### src/rtl/tg_pulse_seq_if.sv
// Bundle of the tg_pulse_seq request, configuration and pulse-output signals.
// The master drives requests and configuration; the slave is the sequencer.
interface tg_pulse_seq_if #(
   parameter int CNT_W = 4
);
   logic             tg_start;
   logic             tg_abort;
   logic [CNT_W-1:0] B_test1;
   logic [CNT_W-1:0] B_test2;
   logic [CNT_W-1:0] B_test3;
   logic             DA_test1;
   logic             DA_test2;
   logic             DA_test3;
   logic [CNT_W-1:0] DA_test4;
   logic             tg_busy;

   modport master (
      output tg_start, tg_abort, B_test1, B_test2, B_test3,
      input  DA_test1, DA_test2, DA_test3, DA_test4, tg_busy
   );

   modport slave (
      input  tg_start, tg_abort, B_test1, B_test2, B_test3,
      output DA_test1, DA_test2, DA_test3, DA_test4, tg_busy
   );
endinterface

### src/rtl/tg_pulse_seq.sv
// Two-pulse sequencer: width1 / gap / width2 from a latched config, then a
// one-cycle done strobe and a wrapping completed-burst count.
module tg_pulse_seq #(
   parameter int CNT_W = 4
) (
   input  logic         clk,
   input  logic         C_purstb,
   tg_pulse_seq_if.slave bus
);

   localparam logic [2:0] IDLE = 3'd0;
   localparam logic [2:0] P1   = 3'd1;
   localparam logic [2:0] GAP  = 3'd2;
   localparam logic [2:0] P2   = 3'd3;
   localparam logic [2:0] DONE = 3'd4;

   localparam logic [CNT_W-1:0] ONE  = CNT_W'(1);
   localparam logic [CNT_W-1:0] ZERO = '0;

   logic [2:0]       state_q, state_d;
   logic [CNT_W-1:0] cnt_q, cnt_d;
   logic [CNT_W-1:0] w1_q, w1_d;
   logic [CNT_W-1:0] g_q, g_d;
   logic [CNT_W-1:0] w2_q, w2_d;
   logic             da1_q, da1_d;
   logic             da2_q, da2_d;
   logic             da3_q, da3_d;
   logic [CNT_W-1:0] da4_q, da4_d;
   logic             busy_q, busy_d;

   // Each segment runs for cnt+1 cycles; a zero-length segment is skipped by
   // jumping straight to the next non-zero one.
   always_comb begin
      state_d = state_q;
      cnt_d   = cnt_q;
      w1_d    = w1_q;
      g_d     = g_q;
      w2_d    = w2_q;

      if (bus.tg_abort) begin
         state_d = IDLE;
         cnt_d   = ZERO;
      end else begin
         case (state_q)
            IDLE: begin
               if (bus.tg_start) begin
                  w1_d = bus.B_test1;
                  g_d  = bus.B_test2;
                  w2_d = bus.B_test3;
                  if (bus.B_test1 != ZERO) begin
                     state_d = P1;
                     cnt_d   = bus.B_test1 - ONE;
                  end else if (bus.B_test2 != ZERO) begin
                     state_d = GAP;
                     cnt_d   = bus.B_test2 - ONE;
                  end else if (bus.B_test3 != ZERO) begin
                     state_d = P2;
                     cnt_d   = bus.B_test3 - ONE;
                  end else begin
                     state_d = DONE;
                     cnt_d   = ZERO;
                  end
               end
            end
            P1: begin
               if (cnt_q != ZERO) begin
                  cnt_d = cnt_q - ONE;
               end else if (g_q != ZERO) begin
                  state_d = GAP;
                  cnt_d   = g_q - ONE;
               end else if (w2_q != ZERO) begin
                  state_d = P2;
                  cnt_d   = w2_q - ONE;
               end else begin
                  state_d = DONE;
               end
            end
            GAP: begin
               if (cnt_q != ZERO) begin
                  cnt_d = cnt_q - ONE;
               end else if (w2_q != ZERO) begin
                  state_d = P2;
                  cnt_d   = w2_q - ONE;
               end else begin
                  state_d = DONE;
               end
            end
            P2: begin
               if (cnt_q != ZERO) begin
                  cnt_d = cnt_q - ONE;
               end else begin
                  state_d = DONE;
               end
            end
            DONE:    state_d = IDLE;
            default: state_d = IDLE;
         endcase
      end
   end

   // Outputs are a registered decode of the current state, so they trail the
   // state by one edge; abort suppresses them on the very edge it is sampled.
   always_comb begin
      da1_d  = !bus.tg_abort && (state_q == P1);
      da2_d  = !bus.tg_abort && (state_q == P2);
      da3_d  = !bus.tg_abort && (state_q == DONE);
      busy_d = !bus.tg_abort && (state_q != IDLE);
      da4_d  = da3_d ? (da4_q + ONE) : da4_q;
   end

   always_ff @(posedge clk or negedge C_purstb) begin
      if (!C_purstb) begin
         state_q <= IDLE;
         cnt_q   <= ZERO;
         w1_q    <= ZERO;
         g_q     <= ZERO;
         w2_q    <= ZERO;
         da1_q   <= 1'b0;
         da2_q   <= 1'b0;
         da3_q   <= 1'b0;
         da4_q   <= ZERO;
         busy_q  <= 1'b0;
      end else begin
         state_q <= state_d;
         cnt_q   <= cnt_d;
         w1_q    <= w1_d;
         g_q     <= g_d;
         w2_q    <= w2_d;
         da1_q   <= da1_d;
         da2_q   <= da2_d;
         da3_q   <= da3_d;
         da4_q   <= da4_d;
         busy_q  <= busy_d;
      end
   end

   assign bus.DA_test1 = da1_q;
   assign bus.DA_test2 = da2_q;
   assign bus.DA_test3 = da3_q;
   assign bus.DA_test4 = da4_q;
   assign bus.tg_busy  = busy_q;

endmodule

### src/flat_wrapper.sv
// flat-port wrapper written by rule: the top's interface ports become plain ports
module tg_pulse_seq_flat 
#(
   parameter int CNT_W = 4
)
  (clk, C_purstb, bus_tg_start, bus_tg_abort, bus_B_test1, bus_B_test2, bus_B_test3, bus_DA_test1, bus_DA_test2, bus_DA_test3, bus_DA_test4, bus_tg_busy);
  tg_pulse_seq_if #(.CNT_W(CNT_W)) bus_i ();
  input  logic clk;
  input  logic C_purstb;
  input wire logic [$bits(bus_i.tg_start)-1:0] bus_tg_start;
  input wire logic [$bits(bus_i.tg_abort)-1:0] bus_tg_abort;
  input wire logic [$bits(bus_i.B_test1)-1:0] bus_B_test1;
  input wire logic [$bits(bus_i.B_test2)-1:0] bus_B_test2;
  input wire logic [$bits(bus_i.B_test3)-1:0] bus_B_test3;
  output wire logic [$bits(bus_i.DA_test1)-1:0] bus_DA_test1;
  output wire logic [$bits(bus_i.DA_test2)-1:0] bus_DA_test2;
  output wire logic [$bits(bus_i.DA_test3)-1:0] bus_DA_test3;
  output wire logic [$bits(bus_i.DA_test4)-1:0] bus_DA_test4;
  output wire logic [$bits(bus_i.tg_busy)-1:0] bus_tg_busy;
  assign bus_i.tg_start = bus_tg_start;
  assign bus_i.tg_abort = bus_tg_abort;
  assign bus_i.B_test1 = bus_B_test1;
  assign bus_i.B_test2 = bus_B_test2;
  assign bus_i.B_test3 = bus_B_test3;
  assign bus_DA_test1 = bus_i.DA_test1;
  assign bus_DA_test2 = bus_i.DA_test2;
  assign bus_DA_test3 = bus_i.DA_test3;
  assign bus_DA_test4 = bus_i.DA_test4;
  assign bus_tg_busy = bus_i.tg_busy;
  tg_pulse_seq #(.CNT_W(CNT_W)) u_core (.clk(clk), .C_purstb(C_purstb), .bus(bus_i));
endmodule
### config.mk
export PLATFORM = sky130hd
export DESIGN_NAME = tg_pulse_seq_flat
export DESIGN_NICKNAME = d
export VERILOG_FILES = /design/src/rtl/tg_pulse_seq_if.sv /design/src/rtl/tg_pulse_seq.sv /design/src/flat_wrapper.sv
export SDC_FILE = /design/constraint.sdc
export NUM_CORES = 1
export LEC_CHECK = 0
export BUFFER_PORTS_ARGS = -buffer_cell sky130_fd_sc_hd__buf_4
export CAP_MARGIN = 20
export CORE_UTILIZATION = 40
export CTS_BUF_LIST = sky130_fd_sc_hd__clkbuf_4 sky130_fd_sc_hd__clkbuf_8 sky130_fd_sc_hd__clkbuf_16
export DETAILED_ROUTE_END_ITERATION = 12
export SLEW_MARGIN = 20
export SYNTH_ARGS = -nofsm -noshare
export SYNTH_HDL_FRONTEND = slang
export SYNTH_SLANG_ARGS = --single-unit
### constraint.sdc
create_clock -name clk -period 1.95 [get_ports clk]
set_input_delay 0.195 -clock clk [delete_from_list [all_inputs] [get_ports clk]]
set_output_delay 0.195 -clock clk [all_outputs]
set_load 0.005 [all_outputs]
==> impl_metrics.py <==
metrics = {
    "floorplan": {
        "rows": 23,
        "io_pins": 24,
        "start_util_pct": 42.4,
        "fp.coreArea_mm2": 0.00409,
        "die_area_mm2": 0.00460,
        "die_w_um": 67.8,
        "die_y_um": 67.8,
    },
    "worst_setup_path": {
        "crit_path_start": "u_core.cnt_q[0]",
        "cp.buffers_inverters": 4,
        "endpoint_kind": "flop",
        "required_ns": 2.13,
        "critical_path.most_common_cell": "buf_4",
        "cpLargestDelayFamily": "buffers and inverters",
        "reg2reg_slack_ns": 0.04,
        "timing.rr.end": "u_core.cnt_q[1]",
        "cp_cell_sequence": "inv_2 -> ha_2 -> nor3b_4 -> buf_6 -> a311oi_4 -> buf_4 -> buf_4 -> a32o_1",
        "critical_path_class": "reg2reg",
        "slowest_stage": "dfrtp_1",
        "critPathMaxStageDelay_ns": 0.43,
        "path_depth": 8,
        "reg2reg_depth": 8,
        "worst-path-max-fanout": 6,
        "endpoint": "u_core.cnt_q[1]",
        "r2r_start": "u_core.cnt_q[0]",
        "arrival_ns": 2.08,
        "critPathLaunchType": "flop",
    },
    "clocking": {
        "clock-root-buffer": "clkbuf_8",
        "path_clk_slew_ns": 0.09,
        "cts_tree": "done",
        "insertion_delay_ns": 0.28,
        "clock_sinks": 23,
        "ctsHtreeMaxLevel": 1,
        "cts_buffer_depth": 2,
        "cts_buffers": 3,
    },
    "global_route": {
        "grt_antenna_before_repair": 0,
        "grt_usage_pct": 22.0,
        "grt_pass1_vias": 1621,
        "overflow": 0,
        "grt_max_degree": 24,
        "grt_pass1_wl_um": 7390,
    },
    "placed_design": {
        "port_buffers": 23,
        "hpwl_um": 3450,
        "gp_congestion": 0.963,
    },
    "min_path": {
        "hold_depth": 2,
        "hold_class": "in2reg",
    },
    "route": {
        "dr.first_iter.drc_count": 134,
        "route.final.wire_length_um": 4720,
        "ant_nets": 0,
        "route.detailed.drc": 0,
        "wl_met2_um": 2270,
        "wl_per_cell_um": 16.6,
        "dr_wl_met3_um": 352,
        "wl_met1_um": 1930,
        "num_vias": 1702,
        "vias_per_cell": 5.99,
        "highest_layer": "met4",
        "dr.pass1.iters": 4,
    },
    "logic_synthesis": {
        "synth_edf_count": 0,
        "seq_area_frac_synth_pct": 33.2,
        "synth-seq-cells": 23,
        "netlist_top_cells_count": "23 x dfrtp_1, 17 x inv_1, 16 x nor2_1",
        "synth_area_leaders": "dfrtp_1 33%, ha_1 7.9%, inv_1 3.7%, nor2_1 3.5%, a21oi_1 3.2%",
        "synth.most_common_cell": "dfrtp_1",
        "syn_nets": 222,
        "synthArstFlopShare_pct": 100,
        "avgSynthCellArea_um2": 8.88,
        "yosysTopAreaCellShare_pct": 33.2,
        "synth_top_flop_cell": "dfrtp_1",
        "ys_warn_count": 0,
        "netlist_area_mm2": 0.00173,
        "synth.distinct_cells": 51,
        "synth_cells": 195,
        "synth_top_area_cell": "dfrtp_1",
    },
    "timing": {
        "whs_ns": 0.142,
        "finalHoldViolations": 0,
        "setup_viol": 0,
        "slew_violations": 0,
        "finalClockSkew_ns": 0.00547,
        "fin_crit_sh_pct": 97.8,
        "worst_slew_pin_slew_ns": 0.561,
        "clock.fmax_mhz": 524,
        "min_period_ns": 1.91,
        "timing.slew.headroom_pct": 62.5,
    },
    "power_and_ir_drop": {
        "p_per_area_mw_per_mm2": 1350,
        "irDropWorstVdd_uv": 456,
        "p_leak_nw": 0.969,
    },
    "job": {
        "cap_violations": 0,
    },
    "final_layout": {
        "diodes": 0,
        "layout-drive-gt1-share_pct": 26.5,
        "nets": 262,
        "n_fill_cell": 384,
        "utilization_pct": 52.8,
        "syn2layout_area_growth_pct": 24.7,
    },
    "run_status": {
        "status": "finished clean",
    },
}
==> repair_timing <==
action	CTS	global route
buffers inserted	0	8
hold buffers	1	0
endpoints found under the setup margin	1	4
hold endpoints to repair	23	0
gates resized for setup	1	8
pin swaps	1	2
==> stage by stage <==
stage	setup WS (ns)	power [mW]	cell area [um^2]	setup TNS (ns)	cells
floorplan	0.200	1.86	1730	0	195
global placement	-0.0234	2.31	2020	-0.0234	272
detailed placement	-0.0429	2.34	2020	-0.0429	272
CTS	0.00762	2.69	2090	0	277
global route	-0.0617	3.12	2160	-0.0901	284
finish	0.0421	2.91	2160	0	284
==> sequential cells by signal (all words and copies together) (netlist names) <==
name / count
u_core.bus.DA_test1: 1
u_core.bus.DA_test2: 1
u_core.bus.DA_test3: 1
u_core.bus.DA_test4: 4
u_core.bus.tg_busy: 1
u_core.cnt_q: 4
u_core.g_q: 4
u_core.state_q: 3
u_core.w2_q: 4
==> area by class of cell <==
class	count	area, um^2	share of cell area (%)
inverter	17	63.8	2.95
tap	50	62.6	2.90
multi-input combinational	148	1080	50.2
clock inverter	1	7.51	0.348
timing repair buffer	42	322	14.9
clock buffer	3	41.3	1.91
sequential	23	578	26.8
==> cells in the final DEF, fill, tap and decap left out, drive strengths merged, types with 6 or more instances in the layout <==
| cell | synthesis | layout |
|---|---|---|
| nand3 | 6 | 6 |
| a21oi | 11 | 11 |
| dfrtp | 23 | 23 |
| nor3 | 7 | 7 |
| ha | 11 | 11 |
| inv | 17 | 17 |
| nand2 | 12 | 12 |
| buf | 4 | 41 |
| nor2 | 16 | 16 |
| o21ai | 12 | 12 |
| a311oi | 6 | 6 |
==> report_power, final <==
part | total [mW] | internal [mW] | switching (mW)
Clock | 0.325 | 0.145 | 0.180
Combinational | 1.70 | 0.822 | 0.879
Sequential | 0.888 | 0.636 | 0.252
Total | 2.91 | 1.60 | 1.31
==> cells by family (layout without fill, tap and decap cells) <==
kind of cell,count (synthesis),in the layout,synth area share [%]
xor+xnor,8,8,4.05
compound gates,57,57,23.5
flops,23,23,33.2
fa+ha+maj,11,11,7.95
buf+inv,24,63,5.64
mux,6,6,3.76
simple gates,66,66,21.9
==> worst min-delay path by stage <==
stage               slack [ns]                endpoint         start
floorplan                -0.10     u_core.bus.DA_test1      C_purstb
global placement          0.10  u_core.bus.DA_test4[3]      C_purstb
detailed placement        0.11  u_core.bus.DA_test4[3]      C_purstb
CTS                       0.14      u_core.bus.tg_busy  bus_tg_abort
global route              0.16      u_core.bus.tg_busy  bus_tg_abort
finish                    0.14      u_core.bus.tg_busy  bus_tg_abort
==> routing by layer <==
metal | up-vias | GRT usage [%]
met2 | 81 | 36.5
met3 | 17 | 3.21
met5 | - | 0
li1 | 810 | -
met4 | 0 | 13.0
met1 | 794 | 26.7
==> worst reg2reg max path: cells and delay by family (launching register included) <==
kind            cells  cell delay, ns
simple gates        1            0.32
buf+inv             4            0.55
fa+ha+maj           1            0.19
flops               1            0.43
compound gates      2            0.32
Power figures use the tool's default switching activity.
